--- src/rtl/johnson_pkg.sv ---
// Shared constants and phase/pattern helpers for the parametrised Johnson counter.
// Helpers work on a MAX_W-bit container so any ring width up to MAX_W can reuse them.
package johnson_pkg;

  localparam int   MAX_W    = 32;
  localparam logic DIR_UP   = 1'b0;
  localparam logic DIR_DOWN = 1'b1;

  // Phase k<=width: k MSBs set; phase width+j: j MSBs clear, remainder set.
  function automatic logic [MAX_W-1:0] phase_to_q(input int phase, input int width);
    logic [MAX_W-1:0] r;
    r = '0;
    for (int i = 0; i < MAX_W; i++) begin
      if (i < width) begin
        if (phase <= width) r[i] = ((width - 1 - i) < phase);
        else                r[i] = ((width - 1 - i) >= (phase - width));
      end
    end
    return r;
  endfunction

  function automatic int q_to_phase(input logic [MAX_W-1:0] q, input int width);
    int pc;
    pc = 0;
    for (int i = 0; i < MAX_W; i++) begin
      if (i < width) pc += int'(q[i]);
    end
    return q[0] ? (2 * width - pc) : pc;
  endfunction

  // Legal iff the ones are a contiguous run anchored at the LSB or at the MSB.
  function automatic bit q_is_legal(input logic [MAX_W-1:0] q, input int width);
    logic [MAX_W-1:0] mask, qm, nq;
    mask = (width >= MAX_W) ? '1 : ((MAX_W'(1) << width) - MAX_W'(1));
    qm   = q & mask;
    nq   = ~q & mask;
    return ((qm & (qm + MAX_W'(1))) == '0) || ((nq & (nq + MAX_W'(1))) == '0);
  endfunction

endpackage

--- src/rtl/johnson_phase_decode.sv ---
// Combinational decode of the ring state into binary phase, one-hot phase and a legality flag.
module johnson_phase_decode
  import johnson_pkg::*;
#(
  parameter int WIDTH   = 4,
  parameter int PHASE_W = $clog2(2 * WIDTH)
) (
  input  logic [WIDTH-1:0]   q_i,
  output logic [PHASE_W-1:0] phase_o,
  output logic [2*WIDTH-1:0] phase_onehot_o,
  output logic               legal_o
);

  logic [MAX_W-1:0] q_ext;
  assign q_ext = MAX_W'(q_i);

  always_comb begin
    legal_o        = q_is_legal(q_ext, WIDTH);
    phase_o        = PHASE_W'(q_to_phase(q_ext, WIDTH));
    phase_onehot_o = '0;
    if (legal_o) phase_onehot_o[phase_o] = 1'b1;
  end

endmodule

--- src/rtl/johnson_counter_param.sv ---
// Parametrised Johnson (twisted-ring) counter with enable, direction, phase load,
// decoded phase outputs, wrap pulse and optional illegal-state recovery.
module johnson_counter_param
  import johnson_pkg::*;
#(
  parameter int  WIDTH   = 4,
  parameter bit  CORRECT = 1'b1,
  localparam int PHASE_W = $clog2(2 * WIDTH)
) (
  input  logic               clk_i,
  input  logic               reset_i,
  input  logic               en_i,
  input  logic               dir_i,
  input  logic               load_i,
  input  logic [PHASE_W-1:0] load_phase_i,
  output logic [WIDTH-1:0]   q_o,
  output logic [PHASE_W-1:0] phase_o,
  output logic [2*WIDTH-1:0] phase_onehot_o,
  output logic               wrap_o,
  output logic               err_o
);

  localparam logic [PHASE_W:0]   MODULUS = (PHASE_W + 1)'(2 * WIDTH);
  localparam logic [PHASE_W-1:0] LAST    = PHASE_W'(2 * WIDTH - 1);

  logic [WIDTH-1:0] q_q, q_d;
  logic             wrap_q, wrap_d;
  logic             err_q, err_d;
  logic             legal;
  logic [MAX_W-1:0] load_pat;

  johnson_phase_decode #(
    .WIDTH   (WIDTH),
    .PHASE_W (PHASE_W)
  ) u_decode (
    .q_i            (q_q),
    .phase_o        (phase_o),
    .phase_onehot_o (phase_onehot_o),
    .legal_o        (legal)
  );

  assign load_pat = phase_to_q(int'(load_phase_i), WIDTH);

  // Priority: load > correction > step > hold (reset handled in the flop block).
  always_comb begin
    q_d    = q_q;
    wrap_d = 1'b0;
    err_d  = 1'b0;
    if (load_i) begin
      if ({1'b0, load_phase_i} < MODULUS) begin
        q_d = load_pat[WIDTH-1:0];
      end else begin
        q_d   = '0;
        err_d = 1'b1;
      end
    end else if (!legal && CORRECT) begin
      q_d   = '0;
      err_d = 1'b1;
    end else begin
      err_d = !legal;
      if (en_i) begin
        if (dir_i == DIR_UP) q_d = {~q_q[0], q_q[WIDTH-1:1]};
        else                 q_d = {q_q[WIDTH-2:0], ~q_q[WIDTH-1]};
        // Illegal rings never wrap; only a real phase boundary crossing does.
        wrap_d = legal && ((dir_i == DIR_UP) ? (phase_o == LAST) : (phase_o == '0));
      end
    end
  end

  always_ff @(posedge clk_i) begin
    if (reset_i) begin
      q_q    <= '0;
      wrap_q <= 1'b0;
      err_q  <= 1'b0;
    end else begin
      q_q    <= q_d;
      wrap_q <= wrap_d;
      err_q  <= err_d;
    end
  end

  assign q_o    = q_q;
  assign wrap_o = wrap_q;
  assign err_o  = err_q;

endmodule
--- config.mk ---
export PLATFORM = sky130hd
export DESIGN_NAME = johnson_counter_param
export DESIGN_NICKNAME = d
export VERILOG_FILES = /design/src/rtl/johnson_pkg.sv /design/src/rtl/johnson_phase_decode.sv /design/src/rtl/johnson_counter_param.sv
export SDC_FILE = /design/constraint.sdc
export NUM_CORES = 1
export LEC_CHECK = 0
export CORE_UTILIZATION = 40
export CTS_CLUSTER_DIAMETER = 50
export DETAILED_ROUTE_END_ITERATION = 16
export PLACE_DENSITY_LB_ADDON = 0.12
export SYNTH_ARGS = -nofsm -noshare
export SYNTH_HDL_FRONTEND = slang
export SYNTH_SLANG_ARGS = --single-unit
--- constraint.sdc ---
create_clock -name clk_i -period 2.8 [get_ports clk_i]
set_input_delay 0.56 -clock clk_i [delete_from_list [all_inputs] [get_ports clk_i]]
set_output_delay 0.56 -clock clk_i [all_outputs]
set_load 0.01 [all_outputs]
==> metrics <==
status=complete, but fails checks; violated checks=negative setup slack; crit path kind=reg -> out; Worst setup EP type=primary output; commonest non-fill, non-tap cell in the layout=buf_4; Crit Path Max Fanout=3; Mapped Area=722 um^2; synth warn=0; placer congestion estimate=0.843; Syn Area/Cell=7.60 um^2; Design Power=0.850 mW; Tmin final=3.10 ns; Syn-to-layout area delta=86.3%; routed via count=858; Flop pwr share=11.8%; share of cells above drive strength 1=48.6%; actual slew at the worst max-slew pin=0.602 ns; Setup Skew=0.0144 ns; Critical Path Max Stage Delay=0.36 ns; drt pass-1 iters=4; Cell Rows=14; die height=44.5 um; number of synthesized flops with an enable pin=0; vias in the first global route=831; dpl ws=-0.419 ns; Top Ports=25; CP Data Arrival Time=2.54 ns; final worst slack=-0.301 ns; drt drc=0; Comb pwr share=77.2%; post-route ant nets=0; GRT Util Overall=25.3%; FFs w/ async S/R, synth=0%; Worst EP required=2.24 ns; Sink Count=6; Slew Limit Headroom=59.8%; Die ar.=1980 um^2; worst-path cell chain=inv_4 > ha_4 > inv_2 > fa_2 > inv_2 > ha_4 > inv_4 > ha_4 > xnor2_2 > o31ai_2 > buf_4 > and3_4 > buf_6; Vias/cell=5.30; largest net degree at the start of global routing=15; Port Buffer Count=24; Placed Area=1200 um^2; fin area=1350 um^2; crit-path most repeated cell=ha_4; final WL=2410 um; Final Cycle Share=111%; CP startpoint kind=register; Int Pwr=0.486 mW; # setup viols final=10; Finished Core Util=84.4%; Leakage=0.536 nW; clock buffer depth=2; H-Tree Depth=1; # diodes=0; power share of the clock group=11.1%; CTS buffer count=3; worst-skew pair later-pin latency=0.26 ns; final count of pins violating max slew=0; Initial Util=45.3%; Tightest Hold Check Type=reg -> reg; Net Switching=0.364 mW; main flop type after synthesis=dfxtp_1; synthesized flop and latch total=6; TNS Setup=-2.14 ns; die width=44.5 um; HPWL Detailed=1530 um; Sw Share=42.8%; fin cells=162; Hold Slack=0.787 ns; grt total ovfl=0; placed insts=154; Hold Buf Count CTS=0; Root Driver=clkbuf_4; first-pass GRT wire length=3700 um; RSZ-0062 raised after global routing=yes; commonest non-fill, non-tap cells in the layout=buf_4, clkdlybuf4s50_1, nand2_1, buf_6; WL per Instance=14.9 um; Net Count, Synth=111; cell count after synthesis=95; number of max-cap violations=0; Worst-path clk slew=0.06 ns; antenna violations before repair=0; Max Clock Freq=0.322 GHz; Final Hold Viols=0; TritonCTS clock tree=done; Slowest cell on crit path=dfxtp_4; maximum VDD drop=554 uV; Distinct cells, synth=33; initial DRC count=17; post-synthesis sequential area ratio=16.6%; core area=1590 um^2; PD cells=632 nW/um^2; Final nets=155
==> critical path, delay by kind of cell, from the launching register on <==
kind / cells / cell delay [ns]
buffers and inverters: 6 / 0.47
and+or+nand+nor: 1 / 0.18
AOI/OAI and AO/OA: 1 / 0.22
DFF: 1 / 0.36
xor gates and xnor gates: 1 / 0.09
adders and majority gates: 4 / 0.95
==> final timing paths <==
kind | from | cells after the start | to | slack, ns
worst max-delay path | q_o[0] | 13 | phase_onehot_o[1] | -0.30
worst min-delay path | q_o[3] | 3 | q_o[3] | 0.79
worst max register to register | q_o[0] | 12 | wrap_o | 0.30
worst min register to register | q_o[3] | 3 | q_o[3] | 0.79
==> cells by family (layout without fill, tap and decap cells) <==
logic type / after synthesis / count (layout) / share of synthesized area, %
and+or+nand+nor: 35 / 35 / 26.2
buffers and inverters: 17 / 60 / 9.71
adders and majority gates: 8 / 8 / 14.9
muxes: 4 / 4 / 5.55
DFF: 6 / 6 / 16.6
xor gates and xnor gates: 6 / 6 / 7.28
AOI/OAI and AO/OA: 19 / 19 / 19.8
==> sequential cells by signal (all words and copies together), names as in the netlist <==
signal / flops
wrap_o: 1
q_o: 4
err_o: 1
==> synth_stat cells (3+ instances only) <==
cell type  instances  area [um^2]
inv_1             10         37.5
ha_1               7         87.6
nor3_1             7         35.0
dfxtp_1            6          120
nand2_1            6         22.5
a221oi_1           5         43.8
o21ai_0            5         25.0
xnor2_1            5         43.8
mux2i_1            4         40.0
nor4_1             4         25.0
clkbuf_1           3         11.3
nand3_1            3         15.0
nor2_1             3         11.3
or3_1              3         18.8
==> cell type report <==
class	instances	area, um^2
Clock buffer	4	26.3
Sequential cell	6	125
Inverter	10	46.3
Multi-Input combinational cell	72	721
Tap cell	24	30.0
Timing Repair Buffer	46	397
Fill cell	85	249
==> layer usage <==
| metal | up-vias | part of all wire, % | routed length (um) | track usage, % |
|---|---|---|---|---|
| li1 | 423 | - | - | - |
| met1 | 394 | 45 | 1090 | 31.9 |
| met2 | 33 | 48 | 1170 | 42.9 |
| met3 | 8 | 4.3 | 103 | 6.94 |
| met4 | 0 | 2.0 | 48 | 5.45 |
| met5 | - | 0 | 0 | 0 |
==> power groups by stage <==
stage               Clock, mW  Combinational [mW]  Sequential, mW
detailed placement          0               0.516           0.101
floorplan                   0               0.310           0.109
global placement            0               0.510           0.100
CTS                    0.0966               0.584          0.0999
global route            0.101               0.696           0.101
finish                 0.0940               0.656           0.100
==> timing repair <==
item	CTS	global route
gates cloned	0	0
setup buffers	2	2
setup endpoints to repair	11	11
gates resized for setup	52	11
pin swaps	6	3
Power figures use the tool's default switching activity.
